==> src/rtl/wrr_lock_arbiter_pkg.sv <==
// Shared types and helpers for the weighted round-robin lock arbiter.
package wrr_arb_pkg;

   typedef enum logic {
      IDLE = 1'b0,
      BUSY = 1'b1
   } state_t;

   // Widest one-hot vector onehot_to_idx accepts; callers zero-extend.
   localparam int MAX_N = 32;

   function automatic int unsigned onehot_to_idx(input logic [MAX_N-1:0] oh);
      int unsigned idx;
      idx = 0;
      for (int i = 0; i < MAX_N; i++) begin
         if (oh[i]) idx = idx | unsigned'(i);
      end
      return idx;
   endfunction

endpackage

==> src/rtl/wrr_lock_arbiter_if.sv <==
// Request/grant bundle between the requesters (master) and the arbiter (slave).
interface wrr_lock_arbiter_if #(
   parameter int N  = 4,
   parameter int WW = 4
) ();
   localparam int IDW = $clog2(N);

   logic [N-1:0]    req;
   logic [N-1:0]    last;
   logic [N*WW-1:0] weight;
   logic            ready;
   logic [N-1:0]    grant;
   logic            grant_valid;
   logic [IDW-1:0]  grant_id;

   modport master (
      output req, last, weight, ready,
      input  grant, grant_valid, grant_id
   );

   modport slave (
      input  req, last, weight, ready,
      output grant, grant_valid, grant_id
   );
endinterface

==> src/rtl/wrr_lock_arbiter_rr_pick.sv <==
// Combinational rotating-priority picker: lowest requesting index at or above
// ptr wins, wrapping modulo N.
module rr_pick
   import wrr_arb_pkg::*;
#(
   parameter  int N   = 4,
   localparam int IDW = $clog2(N)
) (
   input  logic [N-1:0]   req,
   input  logic [IDW-1:0] ptr,
   output logic [N-1:0]   win_onehot,
   output logic [IDW-1:0] win_idx,
   output logic           any
);

   logic [2*N-1:0] dbl_req;
   logic [2*N-1:0] masked;
   logic [2*N-1:0] dbl_oh;

   // The upper copy of req covers the wrap, so a plain low-to-high priority
   // search over the masked double vector is a rotating search.
   always_comb begin
      logic found;
      // NOTE: every output of a combinational block gets a default first so
      // no path leaves it unassigned, which would infer a latch.
      found   = 1'b0;
      dbl_oh  = '0;
      dbl_req = {req, req};
      masked  = dbl_req & ({(2*N){1'b1}} << ptr);
      for (int i = 0; i < 2*N; i++) begin
         if (masked[i] && !found) begin
            found     = 1'b1;
            dbl_oh[i] = 1'b1;
         end
      end
   end

   assign win_onehot = dbl_oh[N-1:0] | dbl_oh[2*N-1:N];
   assign win_idx    = IDW'(onehot_to_idx(MAX_N'(win_onehot)));
   assign any        = |req;

endmodule

==> src/rtl/wrr_lock_arbiter.sv <==
// Weighted round-robin arbiter that locks the grant across multi-beat packets
// and lets each owner send up to its weight in packets per turn.
module wrr_lock_arbiter
   import wrr_arb_pkg::*;
#(
   parameter int N  = 4,
   parameter int WW = 4
) (
   input logic               clk,
   input logic               rst_n,
   wrr_lock_arbiter_if.slave bus
);

   localparam int IDW = $clog2(N);

   state_t         state;
   logic [IDW-1:0] ptr;
   logic [WW-1:0]  credit;

   logic [IDW-1:0] owner_next;
   logic [IDW-1:0] pick_ptr;
   logic [N-1:0]   win_onehot;
   logic [IDW-1:0] win_idx;
   logic           win_any;
   logic [WW-1:0]  win_weight;
   logic [WW-1:0]  win_credit;
   logic           owner_req;
   logic           pkt_end;
   logic [WW-1:0]  credit_dec;
   logic           rel;

   assign owner_next = (bus.grant_id == IDW'(N-1)) ? '0 : bus.grant_id + 1'b1;

   // Searching from owner+1 puts the owner last in the rotation, so it only
   // wins a release-edge pick when it is the sole requester.
   assign pick_ptr = (state == BUSY) ? owner_next : ptr;

   rr_pick #(.N(N)) u_pick (
      .req        (bus.req),
      .ptr        (pick_ptr),
      .win_onehot (win_onehot),
      .win_idx    (win_idx),
      .any        (win_any)
   );

   assign win_weight = bus.weight[win_idx*WW +: WW];
   assign win_credit = (win_weight == '0) ? WW'(1) : win_weight;

   assign owner_req  = bus.req[bus.grant_id];
   assign pkt_end    = bus.grant_valid & bus.ready & owner_req & bus.last[bus.grant_id];
   assign credit_dec = credit - 1'b1;
   assign rel        = (state == BUSY) & (~owner_req | (pkt_end & (credit_dec == '0)));

   // NOTE: state registers use non-blocking assignments so every flop samples
   // the pre-edge values regardless of statement order.
   always_ff @(posedge clk or negedge rst_n) begin
      if (!rst_n) begin
         state           <= IDLE;
         ptr             <= '0;
         credit          <= '0;
         bus.grant       <= '0;
         bus.grant_valid <= 1'b0;
         bus.grant_id    <= '0;
      end else begin
         case (state)
            IDLE: begin
               if (win_any) begin
                  state           <= BUSY;
                  bus.grant       <= win_onehot;
                  bus.grant_valid <= 1'b1;
                  bus.grant_id    <= win_idx;
                  credit          <= win_credit;
               end
            end
            BUSY: begin
               if (rel) begin
                  ptr <= owner_next;
                  if (win_any) begin
                     bus.grant    <= win_onehot;
                     bus.grant_id <= win_idx;
                     credit       <= win_credit;
                  end else begin
                     state           <= IDLE;
                     bus.grant       <= '0;
                     bus.grant_valid <= 1'b0;
                  end
               end else if (pkt_end) begin
                  credit <= credit_dec;
               end
            end
            default: state <= IDLE;
         endcase
      end
   end

endmodule

==> src/flat_wrapper.sv <==
// flat-port wrapper written by rule: the top's interface ports become plain ports
module wrr_lock_arbiter_flat import wrr_arb_pkg::*;
#(
   parameter int N  = 4,
   parameter int WW = 4
)
  (clk, rst_n, bus_req, bus_last, bus_weight, bus_ready, bus_grant, bus_grant_valid, bus_grant_id);
  wrr_lock_arbiter_if #(.N(N), .WW(WW)) bus_i ();
  input logic clk;
  input logic rst_n;
  input wire logic [$bits(bus_i.req)-1:0] bus_req;
  input wire logic [$bits(bus_i.last)-1:0] bus_last;
  input wire logic [$bits(bus_i.weight)-1:0] bus_weight;
  input wire logic [$bits(bus_i.ready)-1:0] bus_ready;
  output wire logic [$bits(bus_i.grant)-1:0] bus_grant;
  output wire logic [$bits(bus_i.grant_valid)-1:0] bus_grant_valid;
  output wire logic [$bits(bus_i.grant_id)-1:0] bus_grant_id;
  assign bus_i.req = bus_req;
  assign bus_i.last = bus_last;
  assign bus_i.weight = bus_weight;
  assign bus_i.ready = bus_ready;
  assign bus_grant = bus_i.grant;
  assign bus_grant_valid = bus_i.grant_valid;
  assign bus_grant_id = bus_i.grant_id;
  wrr_lock_arbiter #(.N(N), .WW(WW)) u_core (.clk(clk), .rst_n(rst_n), .bus(bus_i));
endmodule
==> config.mk <==
export PLATFORM = sky130hd
export DESIGN_NAME = wrr_lock_arbiter_flat
export DESIGN_NICKNAME = d
export VERILOG_FILES = /design/src/rtl/wrr_lock_arbiter_pkg.sv /design/src/rtl/wrr_lock_arbiter_if.sv /design/src/rtl/wrr_lock_arbiter_rr_pick.sv /design/src/rtl/wrr_lock_arbiter.sv /design/src/flat_wrapper.sv
export SDC_FILE = /design/constraint.sdc
export NUM_CORES = 1
export LEC_CHECK = 0
export ABC_AREA = 1
export CAP_MARGIN = 0
export CORE_MARGIN = 3
export CORE_UTILIZATION = 45
export DETAILED_ROUTE_END_ITERATION = 8
export DONT_BUFFER_PORTS = 1
export MAX_ROUTING_LAYER = met4
export SYNTH_ARGS = -nofsm -noshare
export SYNTH_HDL_FRONTEND = slang
export SYNTH_SLANG_ARGS = --single-unit
export TNS_END_PERCENT = 5
==> constraint.sdc <==
create_clock -name clk -period 2.3 [get_ports clk]
set_input_delay 0.345 -clock clk [delete_from_list [all_inputs] [get_ports clk]]
set_output_delay 0.345 -clock clk [all_outputs]
set_load 0.02 [all_outputs]
==> results.txt, run 1 <==
* Count of input and output buffers: 0
- Crit path max fanout: 5
- Dividing the detail-routed via count by the number of cells gives 5.425.
- H-Tree Level Count: 1
- The longest clock path from root to sink contains 2 buffers.
* Final antenna-violating net count: 0
- Global routing consumed, over all layers together, 19.64% of the routing resources.
- Layout Area Growth over Synthesis: 7.639%
* Outcome: completed
* CP max stage delay: 0.40 ns
- In the final routed layout, each cell accounts on average for around 14 um.
- Total Power Consumption: 1.979 mW
* Non-filler instance count after layout: 212
* Diodes inserted: 0
- The startpoint identified for the worst hold timing path is bus_req[3].
- The worst setup path is captured at a register.
- Setup repair after global routing missed its margin: no
- Cell Pwr Density: 1477 mW/mm^2
- Clock transition at the register clock pins on the worst setup and hold paths after CTS: 0.10 ns
* Proportion of register bits with asynchronous set or reset after synthesis: 100.0%
- The worst register-to-register path ends at u_core.credit[3]$_DFFE_PN0P_.
- The Yosys step of the flow raised 0 warnings.
* Data arrival time of the critical path: 2.17 ns
- In this run, synthesis inferred 0 flip-flops with an integrated enable.
* Worst min-delay path endpoint: u_core.bus.grant[0]$_DFFE_PN0P_
- Total clock buffers created by CTS: 3
* Required arrival time at the worst endpoint: 2.47 ns
* Number of nets in the final layout: 213
* Leakage power figure: 0.7005 nW
- Entering global routing, the biggest net connects 15 pins.
* Via count of the first global-routing pass: 1143
- In this run the clock root is driven by a sky130_fd_sc_hd__clkbuf_4.
- Pin placement for this block handled 34 I/O pins.
- Fmax achieved: 0.4993 GHz
* Number of remaining DRC errors: 0
- Number of fillers in the final layout: 281
* Net count after synthesis: 205
- Setup slack on the worst reg-to-reg path comes out at 0.30 ns.
- For this design, the slowest cell found on the critical path is sky130_fd_sc_hd__dfrtp_1.
- Mapped Area: between 0.001 and 0.0015 sq mm
* Depth of the worst register-to-register path: 13
* Relative slew slack: 54.17%
- TritonCTS built the clock tree.
- Post-CTS repair changed the size of 0 cells.
* Worst setup SP type: register
- Across the VDD grid, the largest voltage drop is 734.2 uV.
- Sequential element share of the synthesized area: 28.14%
- Placement row count: 18
- Total Die Area: 0.003433 sq mm
* Initial antenna violation count: 0
- Hold Path Stages: 3
* Finish-stage setup viols: 0
- Tightest Hold Check Type: in -> reg
- Buffers added to address setup during post-CTS repair amount to 0.
- Among all flip-flop cells after synthesis, the most frequent one is sky130_fd_sc_hd__dfrtp_1.
- The routed layout has 1150 vias.
- Slew at the pin closest to its max-slew limit: just under 0.7 ns
- Final-report hold violation count: 0
- The max-slew violation count is 0.
- Placer's final routability congestion estimate: 0.8377
* Core Region: 0.002545 sq mm
- The number of different library cells used by synthesis comes to 29.
- HPWL after detailed placement: about 2400 um
- Remaining Overflow, GRT: 0
- Placed instance count: 207
- For the final routed database, the setup TNS stands at 0 ns.
- The floorplan step set the die width to around 59 um.
- Synthesis handed over a netlist of 175 instances.
- The average instance in the mapped netlist occupies 7.114 sq um.
- Worst hold slack across all endpoints: 0.2857 ns
- The clock drives 14 sinks.
- Share of final-layout standard cells stronger than drive strength 1: 22.53%
- The cell that appears most often on the critical path is sky130_fd_sc_hd__nand2_1.
- Clock tree skew after final layout: 0.01093 ns
- Max-Cap Viols: 0
- Number of DRC violations after detailed-routing iteration 0: 46
- The clock reaches the later pin of the worst-skew pair after about 0.29 ns.
- After layout, the worst path uses between 80% and 90% of the clock period.
* Total length of routed wires: 2886 um
* Cell Chain, Critical Path: ha_1 > inv_1 > nand2_1 > nand2_1 > nand3_1 > nand2_4 > inv_2 > nand3_1 > nand3_1 > nand2_2 > nand2_1 > nand2_1 > o21ai_1
- The first global-routing pass estimated 5119 um of wire.
* Initial standard-cell utilization of the core: 48.92%
- Cells fill a little over half of the core in the end.
* Die height: 58.60 um
- R2r startpoint: u_core.bus.grant_id[0]$_DFFE_PN0P_
- Subtracting the final worst setup slack from the clock period gives 2.003 ns.
- Counting flops and latches in the post-synthesis netlist gives 14.
- The critical path is of the reg -> reg type.
- Pre-Repair DR Iteration Count: 4
## sequential cells by signal (all words and copies together) (netlist names)
signal                  count
u_core.bus.grant            4
u_core.ptr                  2
u_core.credit               4
u_core.state                1
u_core.bus.grant_id         2
u_core.bus.grant_valid      1
## logic make-up (layout without fill, tap and decap cells)
| logic type | after synthesis | after routing | synth area share (%) |
|---|---|---|---|
| compound gates | 25 | 25 | 12.46 |
| xor+xnor | 2 | 2 | 1.407 |
| fa+ha+maj | 4 | 4 | 3.819 |
| simple gates | 103 | 103 | 45.23 |
| flops | 14 | 14 | 28.14 |
| buf+inv | 27 | 34 | 8.945 |
## repair_timing
action / in CTS / in global routing
endpoints found under the setup margin: 0 / 0
hold endpoints to repair: 14 / 0
hold buffers: 1 / 0
## metal layers
metal / GRT usage [%] / wire [um] / up-vias
met4: 6.472 / 24 / 0
met2: 32.38 / 1395 / 29
li1: - / - / 584
met1: 25.54 / 1347 / 535
met3: 1.535 / 118 / 2
met5: - / 0 / -
## critical path: cells and delay by family (launching register included)
family,cells,cell delay [ns]
AOI/OAI and AO/OA,1,0.06
adders and majority gates,1,0.32
buffers and inverters,2,0.13
DFF,1,0.40
and+or+nand+nor,9,0.96
## synthesized netlist by cell type, types with 2 or more instances
master / n / area [sq um]
sky130_fd_sc_hd__ha_1: 3 / 37.54
sky130_fd_sc_hd__inv_1: 20 / 75.07
sky130_fd_sc_hd__nand4_4: 2 / 42.54
sky130_fd_sc_hd__nand2_4: 2 / 22.52
sky130_fd_sc_hd__nor2_1: 10 / 37.54
sky130_fd_sc_hd__nand2_2: 8 / 50.05
sky130_fd_sc_hd__dfrtp_1: 14 / 350.3
sky130_fd_sc_hd__o21ai_0: 11 / 55.05
sky130_fd_sc_hd__o21ai_2: 3 / 26.28
sky130_fd_sc_hd__nor2_2: 2 / 12.51
sky130_fd_sc_hd__nand3_2: 6 / 60.06
sky130_fd_sc_hd__nand4_1: 3 / 18.77
sky130_fd_sc_hd__a21oi_1: 4 / 20.02
sky130_fd_sc_hd__nand2_1: 56 / 210.2
sky130_fd_sc_hd__inv_2: 5 / 18.77
sky130_fd_sc_hd__o21ai_1: 3 / 15.01
sky130_fd_sc_hd__nand3_4: 3 / 52.55
sky130_fd_sc_hd__nand3_1: 9 / 45.04
## through the flow
step / cell area (sq um) / setup WS, ns
final: 1340 / 0.2971
after global routing: 1340 / 0.08128
after CTS: 1340 / 0.3009
after detailed placement: 1294 / 0.3332
after global placement: 1294 / 0.3735
after floorplan: 1245 / 0.2917
## placed cells by master, fill, tap and decap left out, types with 3 or more instances in the layout
cell / count
sky130_fd_sc_hd__a21oi_1: 4
sky130_fd_sc_hd__buf_4: 3
sky130_fd_sc_hd__clkbuf_4: 3
sky130_fd_sc_hd__dfrtp_1: 14
sky130_fd_sc_hd__ha_1: 3
sky130_fd_sc_hd__inv_1: 20
sky130_fd_sc_hd__inv_2: 5
sky130_fd_sc_hd__nand2_1: 56
sky130_fd_sc_hd__nand2_2: 8
sky130_fd_sc_hd__nand3_1: 9
sky130_fd_sc_hd__nand3_2: 6
sky130_fd_sc_hd__nand3_4: 3
sky130_fd_sc_hd__nand4_1: 3
sky130_fd_sc_hd__nor2_1: 10
sky130_fd_sc_hd__o21ai_0: 11
sky130_fd_sc_hd__o21ai_1: 3
sky130_fd_sc_hd__o21ai_2: 3
## worst max-delay path by stage
stage	startpoint	to	slack, ns	depth (start not counted)
floorplan	u_core.bus.grant_id[0]$_DFFE_PN0P_	u_core.credit[0]$_DFFE_PN0P_	0.29	14
global placement	u_core.bus.grant_id[0]$_DFFE_PN0P_	u_core.credit[1]$_DFFE_PN0P_	0.37	14
detailed placement	u_core.bus.grant_id[0]$_DFFE_PN0P_	u_core.credit[1]$_DFFE_PN0P_	0.33	13
CTS	u_core.bus.grant_id[0]$_DFFE_PN0P_	u_core.credit[1]$_DFFE_PN0P_	0.30	14
global route	u_core.bus.grant_id[0]$_DFFE_PN0P_	u_core.credit[1]$_DFFE_PN0P_	0.08	13
finish	u_core.bus.grant_id[0]$_DFFE_PN0P_	u_core.credit[3]$_DFFE_PN0P_	0.30	13
## report_power, final
part / internal [mW] / switching [mW] / leakage (nW)
logic: 0.461 / 0.855 / 0.511
clock network: 0.0963 / 0.0881 / 0.0210
registers: 0.356 / 0.122 / 0.168
## area by class of cell
type,count,area (sq um),share of cell area [%]
tap,30,37.54,2.801
timing repair buffer,4,32.53,2.428
sequential,14,350.3,26.14
multi-input combinational,134,783.3,58.45
clock buffer,4,36.28,2.708
inverter,26,100.1,7.470
Note: power is estimated with default switching activity, not from simulation.
==> run 2, diff against run 1 <==
SYNTH_HIERARCHICAL = 1   (was not set)
==> run 2 against run 1 <==
Effect of this change:
- wire length fell by 0.62%
- utilization is 7.3 points higher
- worst setup slack got worse by 0.28 ns
- largest cell class unchanged
- critical endpoint is now u_core/credit[0]$_DFFE_PN0P_
- flip-flop and latch count unchanged
==> results.txt, run 2 <==
- The worst register-to-register path ends at u_core/credit[0]$_DFFE_PN0P_.
* Number of nets in the final layout: 229
- STA classifies the critical path startpoint as a register.
* Hold Path Stages: 4
- Once the floorplan was initialized, standard cells occupied 49.84% of the core.
- Number of enable flip-flop cells after synthesis: 0
- For the pin with the worst max-slew slack, the measured transition is 0.6528 ns.
- The setup check on the worst reg-to-reg path leaves a slack of approximately 0.018 ns.
- Slowest cell on the critical path: sky130_fd_sc_hd__dfrtp_2
- STA classifies the critical path endpoint as a register.
- With fillers left out, the area of the finished cells amounts to between 0.001 and 0.0015 sq mm.
* Cell Pwr Density: 1568 mW/mm^2
- Via count of the first global-routing pass: 1106
- Clk_lat worst skew: 0.29 ns
- The final hold violation count was 0.
- The worst hold path terminates at u_core/bus.grant[0]$_DFFE_PN0P_.
- Max-cap violations in this run came to 0.
- Global routing used 19.27% of the available tracks across all layers.
- Cells with a size suffix above 1 make up between 20% and 30% of the layout.
- Data on the critical path arrives at its endpoint at 2.46 ns.
- Depth of the worst register-to-register path: 16
- Placed inst area: 0.001245 sq mm
- Pin count of the biggest net entering global routing: 15
- Proportion of register bits with asynchronous set or reset after synthesis: between 90% and 100%
* Total length of routed wires: around 2900 um
- Detail-routed via count per cell: 5.270
- In this run the horizontal extent of the chip is 56.91 um.
* I/O pin cnt: 34
- The mapped netlist covers 0.001166 sq mm.
* Placed instance count: 216
- The routed layout has 1191 vias.
* Number of DRC violations after detailed-routing iteration 0: 26
- In the post-synthesis netlist, the biggest area contributors are sky130_fd_sc_hd__dfrtp_1 (30%), sky130_fd_sc_hd__nand2_1 (23%), sky130_fd_sc_hd__nand3_1 (13%).
- After detailed routing, the average wire length per cell comes to 12.69 um.
- The HPWL after detailed placement is 2230 um.
* Number of remaining DRC errors: 0
* Most used flip-flop cell after synthesis: sky130_fd_sc_hd__dfrtp_1
- Placer's final routability congestion estimate: 0.7898
- H-Tree Level Count: 1
- Pre-Repair DR Iteration Count: 4
- Share of the synthesized area in the top cell type: 30.04%
* Remaining Overflow, GRT: 0
- CP max stage delay: 0.44 ns
* Cell with the most instances after synthesis: sky130_fd_sc_hd__nand2_1
- Outcome: completed
- CTS Root Cell: sky130_fd_sc_hd__clkbuf_4
- Category of the most critical setup path: reg -> reg
* Yosys reg bits: 14
- Across the routed clock network, the largest skew measured is 0.009210 ns.
- The region available for standard cell placement spans approximately 0.0023 sq mm.
- Synthesis produced a netlist whose cell count is 183.
- Sequential element share of the synthesized area: 30.04%
- Measured against its own limit, the worst slew margin works out to between 50% and 60%.
* Period utilization: 99.23%
* Worst-case vdd ir drop: 856.3 uV
* Hold Crit Start: bus_req[0]
- In this run the static leakage power is between 0.7 and 0.8 nW.
- Tightest Hold Check Type: in -> reg
- Crit path max fanout: 8
- The clock drives 14 sinks.
- Largest area contributor in the synthesized netlist: sky130_fd_sc_hd__dfrtp_1
- Counting every net in the synthesized netlist gives roughly 210.
- Clock tree from TritonCTS: yes
- Total clock buffers created by CTS: 3
* Number of distinct standard cells referenced by the synthesized netlist: 23
- Relative to the synthesized area, the layout overhead comes to 20.28%.
- Diodes inserted: 0
* Cell Chain, Critical Path: ha_4 > inv_1 > o21ai_2 > inv_1 > nand2_2 > nand4_1 > nand2_4 > nand2_1 > nand3_1 > nand2_2 > nand3_2 > nand2_1 > nand2_1 > o21ai_1 > o21ai_1 > inv_1
- After layout, the minimum clock period comes to around 2.3 ns.
* R2r startpoint: u_core/bus.grant_id[0]$_DFFE_PN0P_
- Max Slew Vio Count: 0
* Fmax achieved: 0.4381 GHz
* Placement row count: 17
* Most common library cells after synthesis: sky130_fd_sc_hd__nand2_1 (72), sky130_fd_sc_hd__nand3_1 (31), sky130_fd_sc_hd__inv_1 (19), sky130_fd_sc_hd__dfrtp_1 (14)
- Final antenna-violating net count: 0
- For the worst setup path, the data required time is 2.48 ns.
* Most common library cell in the layout ignoring fill and taps: sky130_fd_sc_hd__nand2_1
* Setup repair after global routing missed its margin: yes
* Die height: 56.91 um
- The Yosys step of the flow raised 6 warnings.
- In the layout the commonest cells are sky130_fd_sc_hd__nand2_1 (61), sky130_fd_sc_hd__nand3_1 (27), sky130_fd_sc_hd__inv_1 (18).
- Clock-pin slew was measured on the worst setup and hold paths at 0.09 ns.
- Non-filler instance count after layout: ~230
* Average size of a mapped cell: approximately 6.4 sq um
- Input and output buffers added on the ports amount to 0.
- The longest clock path from root to sink contains 2 buffers.
- Initial antenna violation count: 0
- Finish-stage setup viols: 0
- The largest registers in the layout are u_core/bus.grant x4, u_core/credit x4.
* Total Die Area: 0.003238 sq mm
- Global-route wire length before repair: between 4000 and 5000 um
==> run 2: cell families (layout without fill, tap and decap cells) <==
logic type	count (synthesis)	in the layout	synth area share (%)
AOI/OAI and AO/OA	15	15	8.046
buffers and inverters	26	41	9.227
and+or+nand+nor	124	124	48.71
DFF	14	14	30.04
xor gates and xnor gates	1	1	0.7512
adders and majority gates	3	3	3.219
==> run 2: critical path, delay by kind of cell (launching register included) <==
kind | cells | cell delay, ns
flops | 1 | 0.44
buf+inv | 3 | 0.17
fa+ha+maj | 1 | 0.26
simple gates | 9 | 0.92
compound gates | 3 | 0.41
==> run 2: report_power, final <==
group          leakage, nW  total, mW  switching [mW]  internal [mW]
registers            0.167      0.488           0.128          0.360
clock network       0.0210      0.181          0.0848         0.0964
logic                0.563       1.53           0.923          0.607
==> run 2: per-layer routing <==
metal / part of all wire, % / up-vias / track usage (%)
met5: 0 / - / -
li1: - / 613 / -
met4: 0.73 / 0 / 7.947
met2: 45 / 38 / 29.53
met1: 48 / 538 / 25.45
met3: 5.8 / 2 / 2.529
==> run 2: repair_timing <==
item,CTS,global route
gates resized for setup,4,19
pin swaps,1,16
endpoints found under the hold margin,14,0
buffers inserted,1,4
hold buffers,1,0
endpoints found under the setup margin,3,4
==> run 2: worst max-delay path by stage <==
stage,start,end,cells after the start,slack (ns)
CTS,u_core/bus.grant_id[0]$_DFFE_PN0P_,u_core/credit[0]$_DFFE_PN0P_,16,0.02
floorplan,u_core/bus.grant_id[1]$_DFFE_PN0P_,u_core/credit[0]$_DFFE_PN0P_,17,0.06
global placement,u_core/bus.grant_id[0]$_DFFE_PN0P_,u_core/credit[0]$_DFFE_PN0P_,19,-0.02
finish,u_core/bus.grant_id[0]$_DFFE_PN0P_,u_core/credit[0]$_DFFE_PN0P_,16,0.02
detailed placement,u_core/bus.grant_id[0]$_DFFE_PN0P_,u_core/credit[0]$_DFFE_PN0P_,19,-0.09
global route,u_core/bus.grant_id[0]$_DFFE_PN0P_,u_core/credit[0]$_DFFE_PN0P_,16,-0.18
==> run 2: per-stage QoR <==
step	TNS, ns	total power [mW]	util [%]	hold slack (ns)	setup WS [ns]
after global placement	-0.01856	1.740	53.21	0.04974	-0.01856
final	0	2.200	59.95	0.3317	0.01766
after CTS	0	2.016	56.10	0.3187	0.01838
after floorplan	0	1.486	-	0.04941	0.06033
after detailed placement	-0.09164	1.772	53.21	0.04975	-0.09164
after global routing	-0.4182	2.463	59.95	0.3495	-0.1772
==> run 2: area by class of cell <==
cell class              count  area, sq um
multi-input cells         143        780.7
flip-flops and latches     14        351.6
clock buffers               4        36.28
inverters                  23        91.34
fillers                   228        937.1
repair buffers             14        107.6
well taps                  28        35.03
==> run 3, diff against run 2 <==
GPL_TIMING_DRIVEN = 0   (was not set)
==> run 3 against run 2 <==
Effect of this change:
- the flow now finishes with violations (setup timing)
- power increased by 5.7%
- clock skew decreased by 0.0050 ns
- first-iteration DRC count increased by 73%
- combinational power increased by 5%
- sequential power increased by 11%
- worst setup slack got worse by 0.067 ns
- final area increased by 2.2%
- via count increased by 0.42%
- register-to-register slack got worse by 0.07 ns
==> results.txt, run 3 (synthesized netlist as in run 2, its figures left out) <==
- For this run, global-route usage on met3 was measured as 4.138%.
- Critical register-to-register path endpoint: u_core/credit[2]$_DFFE_PN0P_
- The setup check on the worst reg-to-reg path leaves a slack of -0.05 ns.
* Data arrival time of the critical path: between 2 and 3 ns
- In this run the tool buffered the top-level ports with 0 buffer cells.
- Placer's final routability congestion estimate: 0.8047
- Busiest grt layer: met2
- After detailed placement, the total cell area comes to between 0.001 and 0.0015 sq mm.
* Number of remaining DRC errors: 0
- Initial standard-cell utilization of the core: 49.84%
- The worst register-to-register path has a depth of 16.
* Final antenna-violating net count: 0
* Final core utilization: 61.28%
- The design draws 2.325 mW.
- Final period demand of the worst path: 2.349 ns
- Once placement completed, the tool counted placed cells totaling 211.
- Static timing analysis puts the maximum clock frequency at 0.4257 GHz.
* GRT Total Usage: 19.40%
* Routed wire length per instance: around 13 um
- For this run the aggregate overflow at the end of global routing stands at 0.
- Total non-filler cell area in the finished layout: 0.001434 sq mm
- Final-report hold violation count: 0
- For this run, the detailed router's first-pass iteration total came to 5.
- The cell that appears most often on the critical path is sky130_fd_sc_hd__nand2_2.
- Most common library cell in the layout ignoring fill and taps: sky130_fd_sc_hd__nand2_1
- Relative slew slack: 56.40%
- The flow ran to the end, but the final reports show violations.
- On the final layout, the worst hold slack is 0.3470 ns.
- The HPWL after detailed placement is 2227 um.
* H-Tree Level Count: 1
* Met2 routing resource usage after global routing: 31.65%
* Number of nets in the final layout: 229
- Initial antenna violation count: 0
- Setup repair after global routing could not meet its margin everywhere.
- Worst setup SP type: register
- The largest single stage delay on the critical path is 0.52 ns.
- Global-route wire length before repair: between 4000 and 5000 um
* Worst-case setup slack after placement: -0.2707 ns
* CTS Root Cell: sky130_fd_sc_hd__clkbuf_4
- Tracing the worst setup path back leads to its startpoint at u_core/bus.grant_id[0]$_DFFE_PN0P_.
- The routed layout has around 1200 vias.
- Measured along the y axis, the die boundary spans 56.91 um.
- Clock tree from TritonCTS: yes
- The max-slew violation count is 0.
- Clk sinks: 14
- Dividing the final minimum period by the clock period gives 102.1%.
* Core Region: 0.002340 sq mm
* Crit path max fanout: 9
- Pin count of the biggest net entering global routing: 15
* Leakage power figure: roughly 0.76 nW
* Tightest Hold Check Type: in -> reg
- Finish-stage setup viols: 4
- Category of the most critical setup path: reg -> reg
* Violations in the final reports: setup timing
* Total clock buffers created by CTS: 3
- The largest registers in the layout are u_core/bus.grant x4, u_core/credit x4.
* Non-filler instance count after layout: 226
* Post-layout worst setup margin: -0.04914 ns
- Worst-case vdd ir drop: 996.7 uV
- Total length of routed wires: around 3000 um
* Crit path capture type: register
- The number of antenna diodes in the final layout is 0.
* Detail-routed via count per cell: approximately 5.3
* Clock tree skew after final layout: 0.004213 ns
* Cell Chain, Critical Path: ha_4 > inv_2 > o21ai_4 > inv_1 > nand2_2 > nand4_1 > nand2_2 > buf_6 > inv_6 > nand2_1 > nand3_2 > nand2_2 > buf_4 > nand3_1 > nand3_1 > nand2_1
- Via count of the first global-routing pass: 1143
* Final setup TNS: -0.1743 ns
- Clock transition at the register clock pins on the worst setup and hold paths after CTS: approximately 0.10 ns
- Layout Area Growth over Synthesis: 22.96%
- The startpoint identified for the worst register-to-register timing path is u_core/bus.grant_id[0]$_DFFE_PN0P_.
* Number of buffers on the longest clock path: 2
* Slew at the pin closest to its max-slew limit: around 0.65 ns
- Met1 track demand over resource in global routing: 24.27%
- The tool flagged a number of max-cap violations equal to 0.
- Placement row count: 17
- Required arrival time at the worst endpoint: 2.49 ns
- In this run the worst setup path terminates at u_core/credit[2]$_DFFE_PN0P_.
- At the later pin of the worst-skew pair, clock insertion delay measures 0.28 ns.
- Most used cells in the layout excluding fill and tap cells: sky130_fd_sc_hd__nand2_1 (61), sky130_fd_sc_hd__nand3_1 (24), sky130_fd_sc_hd__inv_1 (18)
- Cell Pwr Density: 1622 mW/mm^2
- In the final layout, the share of cells above drive strength 1 is 30.30%.
* Number of DRC violations after detailed-routing iteration 0: 45
* Chip width: 56.91 um
- Total Die Area: around 0.0032 sq mm
- For this design the top-level I/O count stands at 34.
* Slowest cell on the critical path: sky130_fd_sc_hd__dfrtp_2
run 3: cell count changes in the layout (fill, tap and decap cells not counted), moves of 2 or more:
cell,before,now
sky130_fd_sc_hd__nand3_2,7,10
sky130_fd_sc_hd__dfrtp_2,1,3
sky130_fd_sc_hd__dfrtp_1,13,11
sky130_fd_sc_hd__buf_4,13,9
sky130_fd_sc_hd__nand3_1,27,24
sky130_fd_sc_hd__buf_6,0,3
run 3: layer usage:
metal	vias up	share of wire, %	wire length [um]
met5	-	0	0
met4	0	0.53	16
met3	2	5.1	156
met2	39	47	1422
met1	541	47	1442
li1	614	-	-
run 3: power breakdown:
| group | internal [mW] | switching [mW] | total, mW |
|---|---|---|---|
| registers | 0.361 | 0.181 | 0.542 |
| logic | 0.673 | 0.925 | 1.60 |
| clock network | 0.0963 | 0.0900 | 0.186 |
| total | 1.13 | 1.20 | 2.33 |
run 3: repair_timing:
item / in CTS / in global routing
endpoints found under the hold margin: 14 / 0
gates cloned: 1 / 0
hold buffers: 1 / 0
pin swaps: 21 / 10
setup endpoints to repair: 4 / 4
buffers inserted: 8 / 1
gates resized for setup: 25 / 7
run 3: cell type report:
cell class	instances	area, sq um
plain buffers	3	27.53
clock buffers	4	36.28
fillers	223	905.9
inverters	23	91.34
multi-input cells	143	800.8
flip-flops and latches	14	354.1
well taps	28	35.03
repair buffers	11	88.84
run 3: worst min-delay path by stage:
stage	start	endpoint	slack (ns)	cells after the start
CTS	bus_req[0]	u_core/bus.grant[0]$_DFFE_PN0P_	0.34	4
floorplan	rst_n	u_core/bus.grant[0]$_DFFE_PN0P_	0.05	0
global placement	rst_n	u_core/bus.grant[2]$_DFFE_PN0P_	0.05	0
finish	bus_req[0]	u_core/bus.grant[0]$_DFFE_PN0P_	0.35	4
global route	bus_req[0]	u_core/bus.grant[0]$_DFFE_PN0P_	0.38	4
detailed placement	rst_n	u_core/bus.grant[2]$_DFFE_PN0P_	0.05	0
run 3: critical path, delay by kind of cell, from the launching register on:
family          cells  cell delay (ns)
buf+inv             5             0.40
simple gates        9             0.88
compound gates      1             0.16
fa+ha+maj           1             0.30
flops               1             0.52
